$ cat src/rtl/ysyx_23060208_ifu_fetch.sv
// rtl/ysyx_23060208_ifu_fetch.sv - instruction fetch unit, producer side of the IFU->IDU handshake
// One imem read outstanding at a time; EXU redirects squash wrong-path fetches.
module ysyx_23060208_ifu_fetch #(
  parameter int                    DATA_WIDTH = 32,
  parameter logic [DATA_WIDTH-1:0] RESET_PC   = 32'h8000_0000
) (
  input  logic                      clock,
  input  logic                      reset,
  output logic                      imem_req_valid,
  input  logic                      imem_req_ready,
  output logic [DATA_WIDTH-1:0]     imem_addr,
  input  logic                      imem_rsp_valid,
  input  logic [DATA_WIDTH-1:0]     imem_rsp_data,
  input  logic                      redirect_valid,
  input  logic [DATA_WIDTH-1:0]     redirect_pc,
  output logic [2*DATA_WIDTH-1:0]   ifu_to_idu_bus,
  output logic                      ifu_to_idu_valid,
  input  logic                      idu_allowin,
  output logic [31:0]               ifu_fetch_cnt
);

  typedef enum logic [1:0] {S_IDLE, S_REQ, S_WAIT, S_HOLD} state_t;

  state_t                  state, state_nxt;
  logic [DATA_WIDTH-1:0]   pc, pc_nxt;
  logic                    drop, drop_nxt;
  logic [2*DATA_WIDTH-1:0] bus, bus_nxt;
  logic [31:0]             cnt, cnt_nxt;
  logic [DATA_WIDTH-1:0]   redirect_target;

  assign redirect_target = redirect_pc & ~DATA_WIDTH'(3);
  assign imem_addr       = pc & ~DATA_WIDTH'(3);
  assign ifu_to_idu_bus  = bus;
  assign ifu_fetch_cnt   = cnt;

  always_comb begin
    state_nxt        = state;
    pc_nxt           = pc;
    drop_nxt         = drop;
    bus_nxt          = bus;
    cnt_nxt          = cnt;
    imem_req_valid   = 1'b0;
    ifu_to_idu_valid = 1'b0;
    case (state)
      S_IDLE: state_nxt = S_REQ;
      S_REQ: begin
        imem_req_valid = 1'b1;
        if (redirect_valid) pc_nxt = redirect_target;
        // A redirect racing an accepted request must squash that request's response.
        if (imem_req_ready) begin
          state_nxt = S_WAIT;
          drop_nxt  = redirect_valid;
        end
      end
      S_WAIT: begin
        if (imem_rsp_valid) begin
          state_nxt = S_REQ;
          drop_nxt  = 1'b0;
          if (redirect_valid) begin
            pc_nxt = redirect_target;
          end else if (!drop) begin
            bus_nxt   = {pc, imem_rsp_data};
            state_nxt = S_HOLD;
          end
        end else if (redirect_valid) begin
          pc_nxt   = redirect_target;
          drop_nxt = 1'b1;
        end
      end
      S_HOLD: begin
        // Redirect wins over a pending transfer.
        ifu_to_idu_valid = !redirect_valid;
        if (redirect_valid) begin
          pc_nxt    = redirect_target;
          state_nxt = S_REQ;
        end else if (idu_allowin) begin
          pc_nxt    = pc + DATA_WIDTH'(4);
          cnt_nxt   = cnt + 32'd1;
          state_nxt = S_REQ;
        end
      end
      default: state_nxt = S_IDLE;
    endcase
  end

  always_ff @(posedge clock) begin
    if (reset) begin
      state <= S_IDLE;
      pc    <= RESET_PC;
      drop  <= 1'b0;
      bus   <= '0;
      cnt   <= 32'd0;
    end else begin
      state <= state_nxt;
      pc    <= pc_nxt;
      drop  <= drop_nxt;
      bus   <= bus_nxt;
      cnt   <= cnt_nxt;
    end
  end

  // A stale response may land in IDLE right after reset; anywhere else outside WAIT is a protocol error.
  a_rsp_in_wait: assert property (@(posedge clock) disable iff (reset)
    imem_rsp_valid |-> (state == S_WAIT || state == S_IDLE))
    else $fatal(1, "imem response outside WAIT");

  a_hold_stable: assert property (@(posedge clock) disable iff (reset)
    ($past(state == S_HOLD && !redirect_valid && !idu_allowin) && !$past(reset)) |-> $stable(bus))
    else $fatal(1, "bus changed while holding");

endmodule

$ cat config.mk
export PLATFORM = sky130hd
export DESIGN_NAME = ysyx_23060208_ifu_fetch
export DESIGN_NICKNAME = d
export VERILOG_FILES = /design/src/rtl/ysyx_23060208_ifu_fetch.sv
export SDC_FILE = /design/constraint.sdc
export NUM_CORES = 1
export LEC_CHECK = 0
export BUFFER_PORTS_ARGS = -buffer_cell sky130_fd_sc_hd__buf_2
export CORE_UTILIZATION = 54
export CTS_CLUSTER_SIZE = 28
export DETAILED_ROUTE_END_ITERATION = 12
export PLACE_DENSITY_LB_ADDON = 0.15
export SYNTH_ARGS = -nofsm -noshare
export SYNTH_HDL_FRONTEND = slang
export SYNTH_SLANG_ARGS = --single-unit
$ cat constraint.sdc
create_clock -name clock -period 5.3 [get_ports clock]
set_clock_uncertainty 0.15 [all_clocks]
set_input_delay 0.265 -clock clock [delete_from_list [all_inputs] [get_ports clock]]
set_output_delay 0.265 -clock clock [all_outputs]
set_load 0.005 [all_outputs]
# Word level (Yosys, flattened, before mapping)
# Cells that the tools add are included.
# classes
n_addsub	2
n_eq_ne	8
mux	17
bitwise_logic	2
reduce_logical	10
# ops
cell	n
32-bit two-way mux	3
32-bit one-hot mux with 2 select lines	1
32-bit by 1-bit adder with 32-bit output, second input constant	1
32-bit by 3-bit adder with 32-bit output, second input constant	1
2-bit two-way mux	6
3-bit AND reduction	4
2-bit one-hot mux with 4 select lines	1
3-bit inequality test, second input constant	2
1-bit two-way mux	5
2-bit == test, second input constant	2
2-bit inequality test, second input constant	2
4-bit AND reduction	1
2-bit nonzero test	2
2-bit by 1-bit == test with 1-bit output, second input constant	1
2-bit logical NOT	1
2-bit by 1-bit inequality test with 1-bit output, second input constant	1
1-bit NOT	2
1-bit one-hot mux with 2 select lines	1
2-bit OR reduction	1
1-bit logical NOT	1
# word_totals
regBits	131
wordCells	44

# Longest topological paths before layout
# Gate-level depths: netlist of the first run.
# depth
depth_word	4
depth_mapped	10
mapped_depth_nobuf	7

# Least setup slack after synthesis of the first run
# OpenSTA, ideal clock, no wires.
# synth_timing
path_type	reg2reg
startpoint	reg state[0]
endpoint	reg pc[14]
setup_time_ps	117
arrival_time_ps	1972
required_time_ps	5033
path_slack_ps	3060
stages_incl_launch_ff	10
period_less_slack_ps	2240
cell_sequence	dfxtp_1 -> inv_1 -> ha_1 -> a21oi_1 -> or2_1 -> clkbuf_1 -> clkbuf_1 -> buf_2 -> nor2_1 -> a32o_1
# synth_between
elab_chain_cells	4
elab_cells_between_ends	9
# synth_rtl
item	line	source
from (decl)	24	state_t state, state_nxt;
from (signal assigned)	94	state <= state_nxt;
2-bit == test / 2-bit by 1-bit == test with 1-bit output (equally long branches)	44	case (state)
2-bit OR reduction (no source line)	-	
2-bit by 1-bit inequality test with 1-bit output (no source line) / 2-bit nonzero test (equally long branches)	-	
3-bit AND reduction (no source line)	-	
to (signal assigned)	95	pc <= pc_nxt;
to (decl)	25	logic [DATA_WIDTH-1:0] pc, pc_nxt;
# Several ways; a longest one is shown, not always the timed one.
# A chain may end at the register's enable or synchronous reset.

# Worst setup path after layout of the first run
# layout_timing
startpoint	reg state[0]
endpoint	reg pc[30]
# Same word-level chain as after synthesis.

==> impl_metrics.toml, run 1 <==
[status]
status = "finished, final reports clean"

[floorplanning]
die_area_um2 = 11000
core_um2 = 10300
pin_count = 200
start_util_pct = 55.6
num_rows = 37
die_h_um = 105
die_x_um = 105

[setup_path]
critPathMaxFanout = 39
ff2ff_path_depth = 8
crit_path_max_incr_delay_ps = 710
startpoint_type = "register"
cp.arrival_ps = 3270
crit_path_end_kind = "register"
path_class = "reg -> reg"
required_ps = 5600
cp_cell_sequence = "ha_1, nand2b_1, buf_4, inv_1, nand2_1, or3_1, mux2_2, o21ai_0"
slowest_stage = "inv_1"

[synth]
ys_ff_latch = 127
synth_seq_area_share_pct = 44.3
synth.avg_cell_area_um2 = 7.91
synthTopCellsByCount = "nand2_1 (166), dfxtp_1 (127), a21oi_1 (98)"
synthArstFlopShare_pct = 0
syn_inst = 725
synth_edf_count = 0
yosys.area.top_type = "dfxtp_1"
ys_warn_count = 0
synth_top_area_share_pct = 44.3
yosys-top-cells-area = "dfxtp_1 (44%), nand2_1 (11%), a21oi_1 (8.6%), nor2_1 (3.3%), xor2_1 (3.2%)"
synth_ff_type = "dfxtp_1"
synth_cell_types = 58
post-synth-top-count-cell = "nand2_1"
synthesis.area_um2 = 5740

[finish]
area_growth_pct = 37.9
nets = 1029
num-fill-cells = 718
drive_above_1_share_pct = 26.3
stdcell_area_um2 = 7910
fin_util_pct = 76.6
antenna_cells = 0

[placement]
place.gp.congestion = 0.863
dp_slack_ps = 2350
dpl_cell_area_um2 = 6720
dp_hpwl_um = 10900
io_buffer_count = 193

[run]
drv_cap = 0

[pwr]
power.switching_w = 0.000632
p_comb_share_pct = 10.7
leakagePower_nw = 3.42
p_seq_share_pct = 41.8
pwr-share-clk_pct = 47.5
internal_power_w = 0.00190
peakVddDrop_mv = 0.197
cellPowerDensity_nw_per_um2 = 320
swShare_pct = 24.9

[routing]
vias_per_cell = 5.64
drcViolationCount = 0
ant_nets = 0
dr.pass1.iters = 7
via_count = 6213
totalWireLength_um = 17600
wl_per_cell_um = 16.0
drt-initial-drc-count = 510

[timing]
hold_ws_ps = 14.0
hold_viol_final = 0
setup_tns_ps = 0
fmax_ghz = 0.337
worstMarginPinSlew_ps = 1220
slew_violations = 0
setup_violations = 0
layout_setup_ws_ps = 2330
layout_worst_path_cycle_share_pct = 56.1
post-route-min-period_ps = 2970
rsz0062_at_grt = "false"
slew_headroom_pct = 18.8

[clocking]
clk_latency_ps = 530
htreeDepth = 4
cts_inserted_buffers = 17
clock_sinks = 127
cts_tree = "done"
clk_path_buf_depth = 2
path_clk_slew_ps = 60
postCtsSetupBuffers = 0
cts-root-buf = "clkbuf_8"

[global_routing]
grt_util_met3_pct = 7.55
grt_util_met1_pct = 38.8
grt_use_met2_pct = 54.5
grt_usage_pct = 31.9
grt_pass1_vias = 5867
grt_overflow = 0
grt_max_degree = 68
antenna_found_initial = 0
grt.busiest_layer = "met2"
grt_pass1_wl_um = 28200

[hold_path]
hold_path.class = "in -> reg"
min_path_cells = 4
[power by group through the flow]
stage          sequential [W]  combinational, W  clock [W]
2_1_floorplan         0.00106          0.000141          0
3_3_place_gp          0.00107          0.000223          0
3_5_place_dp          0.00108          0.000231          0
4_1_cts               0.00106          0.000266    0.00121
5_1_grt               0.00106          0.000296    0.00126
6_report              0.00106          0.000271    0.00120
[state kept, by name (all words and copies together), names as in the netlist]
signal	cells
drop	1
ifu_to_idu_bus	62
ifu_fetch_cnt	32
pc	30
state	2
[kinds of logic (layout without fill, tap and decap cells)]
kind of cell,after synthesis,after routing,share of synthesized area (%)
AO/OA/AOI/OAI,157,157,15.9
XOR/XNOR,24,24,3.67
adder cells (fa/ha/maj),6,6,1.31
buffers and inverters,60,298,4.30
flip-flops,127,127,44.3
multiplexers,4,4,0.742
other,1,4,0.0654
AND/OR/NAND/NOR,346,346,29.7
[through the flow]
stage | total power (W) | instances
2_1_floorplan | 0.00120 | 728
5_1_grt | 0.00262 | 1102
3_3_place_gp | 0.00130 | 1013
3_5_place_dp | 0.00131 | 1013
4_1_cts | 0.00253 | 1102
6_report | 0.00254 | 1102
[area by class of cell]
type / count / area, um^2 / share of cell area [%]
tap: 136 / 170 / 2.15
multi-input combinational: 541 / 2960 / 37.5
clock buffer: 24 / 490 / 6.20
sequential: 127 / 2540 / 32.1
timing repair buffer: 255 / 1580 / 19.9
inverter: 11 / 41.3 / 0.522
clock inverter: 8 / 126 / 1.60
[path summary, 6_finish.rpt]
| path | startpoint | to | slack [ps] |
|---|---|---|---|
| worst max-delay path | state[0] | pc[30] | 2330 |
| worst min-delay path | redirect_pc[17] | pc[17] | 10 |
| worst max register to register | state[0] | pc[30] | 2330 |
| worst min register to register | ifu_to_idu_bus[37] | ifu_to_idu_bus[37] | 300 |
[cell usage in the layout (no fill, tap or decap), drive strengths merged, types with 4 or more instances in the layout]
cell	count
nor2	50
a211oi	10
conb	4
nand3	31
xor2	21
or3	14
o21ai	20
dfxtp	127
or2	4
dlygate4sd3	57
ha	6
and2	8
clkbuf	24
nand2b	4
nor4	10
or4	4
and3	11
nor3	12
inv	12
nand2	166
buf	198
a21oi	98
a311oi	5
nand4	22
[per-layer routing]
metal  vias to the layer above  part of all wire, %
met5                         -                    0
met4                         0                  2.5
met3                        45                  7.3
met2                       285                   49
met1                      2910                   41
li1                       2973                    -
[what timing repair did]
item	CTS	global route
hold buffers	57	0
endpoints found under the hold margin	56	0
resized for setup	0	0
[worst max-delay path: cells and delay by family, from the launching register on]
family,cells,cell delay (ps)
AND/OR/NAND/NOR,3,760
multiplexers,1,250
buffers and inverters,2,960
adder cells (fa/ha/maj),1,280
flip-flops,1,390
AO/OA/AOI/OAI,1,70
No activity file was read; power rests on OpenSTA's default activity.
==> run 2: changes to the inputs <==
--- a/config.mk
+++ b/config.mk
@@ -6,7 +6,7 @@
 export NUM_CORES = 1
 export LEC_CHECK = 0
 export BUFFER_PORTS_ARGS = -buffer_cell sky130_fd_sc_hd__buf_2
-export CORE_UTILIZATION = 54
+export CORE_UTILIZATION = 50
 export CTS_CLUSTER_SIZE = 28
 export DETAILED_ROUTE_END_ITERATION = 12
 export PLACE_DENSITY_LB_ADDON = 0.15
==> constraint.sdc (replaced) <==
create_clock -name clock -period 2.9 [get_ports clock]
set_clock_uncertainty 0.15 [all_clocks]
set_input_delay 0.145 -clock clock [delete_from_list [all_inputs] [get_ports clock]]
set_output_delay 0.145 -clock clock [all_outputs]
set_load 0.005 [all_outputs]
==> run 2 against run 1 <==
Setup slack got worse by 1800 ps. Cell area increased by 0.73%. Clock power increased by 73%. Maximum frequency increased by 26%. Flip-flop and latch count unchanged. Total power increased by 78%. Critical path depth decreased by 1. Utilization decreased by 4.4 points. Combinational power increased by 86%. First-iteration DRC count decreased by 24%. Sequential power increased by 83%.
==> impl_metrics.toml, run 2 (synthesis gave the netlist of run 1 again) <==
[setup_path]
required_ps = 3090
startpoint_type = "register"
crit_path_end_kind = "register"
cp.arrival_ps = 2550
path_class = "reg -> reg"
ff2ff_setup_slack_ps = 540
critPathMaxFanout = 10

[pwr]
peakVddDrop_mv = 0.449
p_comb_share_pct = 11.2
cellPowerDensity_nw_per_um2 = 566
power.switching_w = 0.00111
internal_power_w = 0.00340
p_seq_share_pct = 42.9
leakagePower_nw = 3.47
swShare_pct = 24.7
pwr-share-clk_pct = 45.9

[finish]
area_growth_pct = 38.9
final_cell_mix = "buf_2 (192), nand2_1 (165), dfxtp_1 (127)"
drive_above_1_share_pct = 26.8
fin_util_pct = 72.2
nets = 1040
largest_register_ffs = 62
layout_commonest_cell = "buf_2"
antenna_cells = 0

[timing]
hold_viol_final = 0
rsz0062_at_grt = "false"
setup_tns_ps = 0
worstMarginPinSlew_ps = 822
slew_violations = 0
setup_violations = 0
post-route-min-period_ps = 2360
layout_worst_path_cycle_share_pct = 81.4
layout_setup_ws_ps = 540
slew_headroom_pct = 45.2
fmax_ghz = 0.424

[floorplanning]
die_h_um = 109
pin_count = 200
start_util_pct = 52.0
core_um2 = 11000
num_rows = 38
die_area_um2 = 11900
die_x_um = 109

[routing]
totalWireLength_um = 17700
vias_per_cell = 5.56
via_count = 6211
ant_nets = 0
dr.pass1.iters = 5
drcViolationCount = 0
drt-initial-drc-count = 390
wl_per_cell_um = 15.8

[global_routing]
antenna_found_initial = 1
grt_overflow = 0
grt_pass1_vias = 5813
grt_usage_pct = 29.5
grt_pass1_wl_um = 27300
grt_max_degree = 80

[clocking]
clock_sinks = 127
cts_inserted_buffers = 17
postCtsSetupBuffers = 0
clk_path_buf_depth = 2
cts_tree = "done"
htreeDepth = 4
path_clk_slew_ps = 60
cts-root-buf = "clkbuf_16"
clk_latency_ps = 410

[placement]
dp_slack_ps = 564
io_buffer_count = 193
dp_hpwl_um = 11300
place.gp.congestion = 0.888

[status]
status = "finished, final reports clean"

[hold_path]
hold_path.class = "in -> reg"

[run]
drv_cap = 0
run 2: cell types whose count changed in the layout (fill, tap and decap cells not counted), sizes merged, moves of 2 or more:
cell      previous run  this run
clkbuf              24        28
bufinv               3         1
clkinvlp             3         1
buf                198       208
run 2: layout make-up:
type / instances / area, um^2
Multi-Input combinational cell: 541 / 2960
Tap cell: 140 / 175
Fill cell: 909 / 3060
Timing Repair Buffer: 266 / 1660
Inverter: 11 / 41.3
Clock buffer: 28 / 537
Clock inverter: 4 / 47.5
Sequential cell: 127 / 2540
run 2: per-stage QoR:
step | hold slack, ps | std cells | total power (W) | cell area (um^2)
after floorplan | 131 | 728 | 0.00219 | 5750
after global placement | 236 | 1027 | 0.00238 | 6800
after detailed placement | 243 | 1027 | 0.00240 | 6800
after CTS | 4.26 | 1117 | 0.00452 | 7970
after global routing | 8.44 | 1117 | 0.00468 | 7970
final | 11.2 | 1117 | 0.00451 | 7970
run 2: layer usage:
| metal | global-route usage, % | up-vias | wire length, um |
|---|---|---|---|
| li1 | - | 2996 | - |
| met1 | 34.6 | 2894 | 7350 |
| met2 | 49.8 | 274 | 8540 |
| met3 | 7.11 | 47 | 1270 |
| met4 | 14.7 | 0 | 501 |
| met5 | 0 | - | 0 |
run 2: worst paths after layout:
path,from,end,cells after the start
worst min register to register,ifu_to_idu_bus[27],ifu_to_idu_bus[27],2
worst max register to register,state[0],pc[18],7
worst max-delay path,state[0],pc[18],7
worst min-delay path,redirect_pc[13],pc[13],3
run 2: critical path: stages (launching register included):
cell and delay (ps):
dfxtp_1 410, inv_1 70, ha_1 340, nor2b_1 160, nor2_2 380, nand2_1 130, or4_1 490, a31oi_1 160
run 2: timing repair:
item                      in CTS  in global routing
hold endpoints to repair      57                  0
gates resized for setup        0                  0
hold buffers                  58                  0
run 2: power groups by stage:
stage | Clock [W] | Combinational (W) | Sequential (W)
after detailed placement | 0 | 0.000431 | 0.00197
after CTS | 0.00209 | 0.000496 | 0.00193
after global routing | 0.00218 | 0.000552 | 0.00195
final | 0.00207 | 0.000504 | 0.00194
after global placement | 0 | 0.000421 | 0.00196
after floorplan | 0 | 0.000257 | 0.00194
==> run 3: changes to the inputs <==
==> constraint.sdc (replaced) <==
create_clock -name clock -period 2.32 [get_ports clock]
set_clock_uncertainty 0.15 [all_clocks]
set_input_delay 0.116 -clock clock [delete_from_list [all_inputs] [get_ports clock]]
set_output_delay 0.116 -clock clock [all_outputs]
set_load 0.005 [all_outputs]
==> run 3 against run 2 <==
Routed wire length up 2.6%. Maximum frequency increased by 5.9%. First-iteration DRC count is 10% higher. Setup slack worse by 450 ps. Via count up 2.3%. Flip-flop and latch count is the same. Critical path type unchanged. Combinational power is 47% higher. Total power is 26% higher.
==> impl_metrics.toml, run 3 (synthesis gave the netlist of run 1 again) <==
[routing]
ant_nets = 0
dr.pass1.iters = 5
totalWireLength_um = 18100
vias_per_cell = 5.58
drt-initial-drc-count = 430
drcViolationCount = 0
wl_per_cell_um = 15.9
via_count = 6356

[clocking]
clk_path_buf_depth = 2
cts_tree = "done"
clk_latency_ps = 420
htreeDepth = 4
cts_inserted_buffers = 17
path_clk_slew_ps = 60
postCtsSetupBuffers = 0
clock_sinks = 127
cts-root-buf = "clkbuf_16"

[timing]
fmax_ghz = 0.449
post-route-min-period_ps = 2230
setup_violations = 0
hold_ws_ps = 18.8
setup_tns_ps = 0
rsz0062_at_grt = "false"
hold_viol_final = 0
worstMarginPinSlew_ps = 592
layout_worst_path_cycle_share_pct = 96.1
slew_violations = 0
slew_headroom_pct = 60.5

[global_routing]
grt_max_degree = 56
grt_pass1_wl_um = 27700
grt_usage_pct = 30.0
antenna_found_initial = 0
grt_pass1_vias = 5892
grt_overflow = 0

[floorplanning]
num_rows = 38
pin_count = 200
core_um2 = 11000
die_x_um = 109
die_area_um2 = 11900
die_h_um = 109
start_util_pct = 52.0

[pwr]
cellPowerDensity_nw_per_um2 = 692
leakagePower_nw = 3.59
peakVddDrop_mv = 0.561

[finish]
antenna_cells = 0
largest_register_ffs = 62
final_cell_mix = "buf_2 (192), nand2_1 (165), dfxtp_1 (125)"
nets = 1062
area_growth_pct = 43.0
stdcell_area_um2 = 8200
layout_commonest_cell = "buf_2"
drive_above_1_share_pct = 28.4

[placement]
place.gp.congestion = 0.880
dp_hpwl_um = 11700
io_buffer_count = 193
dpl_cell_area_um2 = 6990

[setup_path]
crit_path_end_kind = "register"
startpoint_type = "register"
path_class = "reg -> reg"
cp_cell_sequence = "inv_1, ha_1, nor2b_1, or2_1, buf_12, or3_1, mux2_2, o21ai_0"
crit_path_max_incr_delay_ps = 330
worst_path_dominant_cell_family = "simple AND/OR/NAND/NOR gates"
required_ps = 2510
slowest_stage = "ha_1"
critPathMaxFanout = 16
path_buf_inv = 2
cp.arrival_ps = 2420

[status]
status = "finished, final reports clean"

[hold_path]
hold_path.class = "in -> reg"

[run]
drv_cap = 0
[run 3: cell types whose count changed in the layout (fill, tap and decap cells not counted), sizes merged]
cell | previous run | this run
dlygate4sd3 | 58 | 64
buf | 208 | 224
bufinv | 1 | 2
clkbuf | 28 | 20
clkinv | 2 | 8
clkinvlp | 1 | 2
[run 3: worst paths after layout]
kind | to | cells after the start | start | slack, ps
setup / recovery | pc[30] | 8 | state[0] | 90
hold / removal | state[1] | 4 | imem_req_ready | 20
setup reg to reg | pc[30] | 8 | state[0] | 90
hold reg to reg | ifu_to_idu_bus[40] | 2 | ifu_to_idu_bus[40] | 300
[run 3: area by class of cell]
class | instances | area, um^2
clock inverters | 12 | 119
clock buffers | 20 | 447
multi-input cells | 541 | 2970
fillers | 830 | 2830
well taps | 140 | 175
flip-flops and latches | 127 | 2540
repair buffers | 288 | 1910
inverters | 11 | 41.3
[run 3: repair_timing]
| action | in CTS | in global routing |
|---|---|---|
| gates resized for setup | 0 | 5 |
| hold buffers | 64 | 0 |
| hold endpoints to repair | 70 | 0 |
| endpoints found under the setup margin | 0 | 7 |
[run 3: per-stage QoR]
step	utilization, %	setup slack [ps]	power [W]	cells
after floorplan	-	80.2	0.00274	728
after global placement	63.3	136	0.00304	1043
after detailed placement	63.3	108	0.00306	1043
after CTS	74.3	87.1	0.00567	1139
after global routing	74.4	8.88	0.00587	1139
final	74.4	91.5	0.00567	1139
[run 3: layer usage]
metal,share of wire [%],wire [um],GRT usage (%),up-vias
met5,0,0,0,-
met4,2.6,480,15.8,0
met3,7.4,1340,6.58,55
met2,49,8850,51.2,320
met1,41,7460,35.1,2935
li1,-,-,-,3046
[run 3: where the power goes]
| part | switching (W) | leakage [nW] | total [W] | internal [W] |
|---|---|---|---|---|
| registers | 0.000119 | 1.03 | 0.00239 | 0.00227 |
| clock network | 0.000953 | 0.279 | 0.00255 | 0.00159 |
| logic | 0.000374 | 2.28 | 0.000740 | 0.000366 |
[run 3: worst min-delay path, cell delays in order]
cell      delay, ps
buf_2            90
o221ai_1        170
nand2_1         100
a21oi_1          50
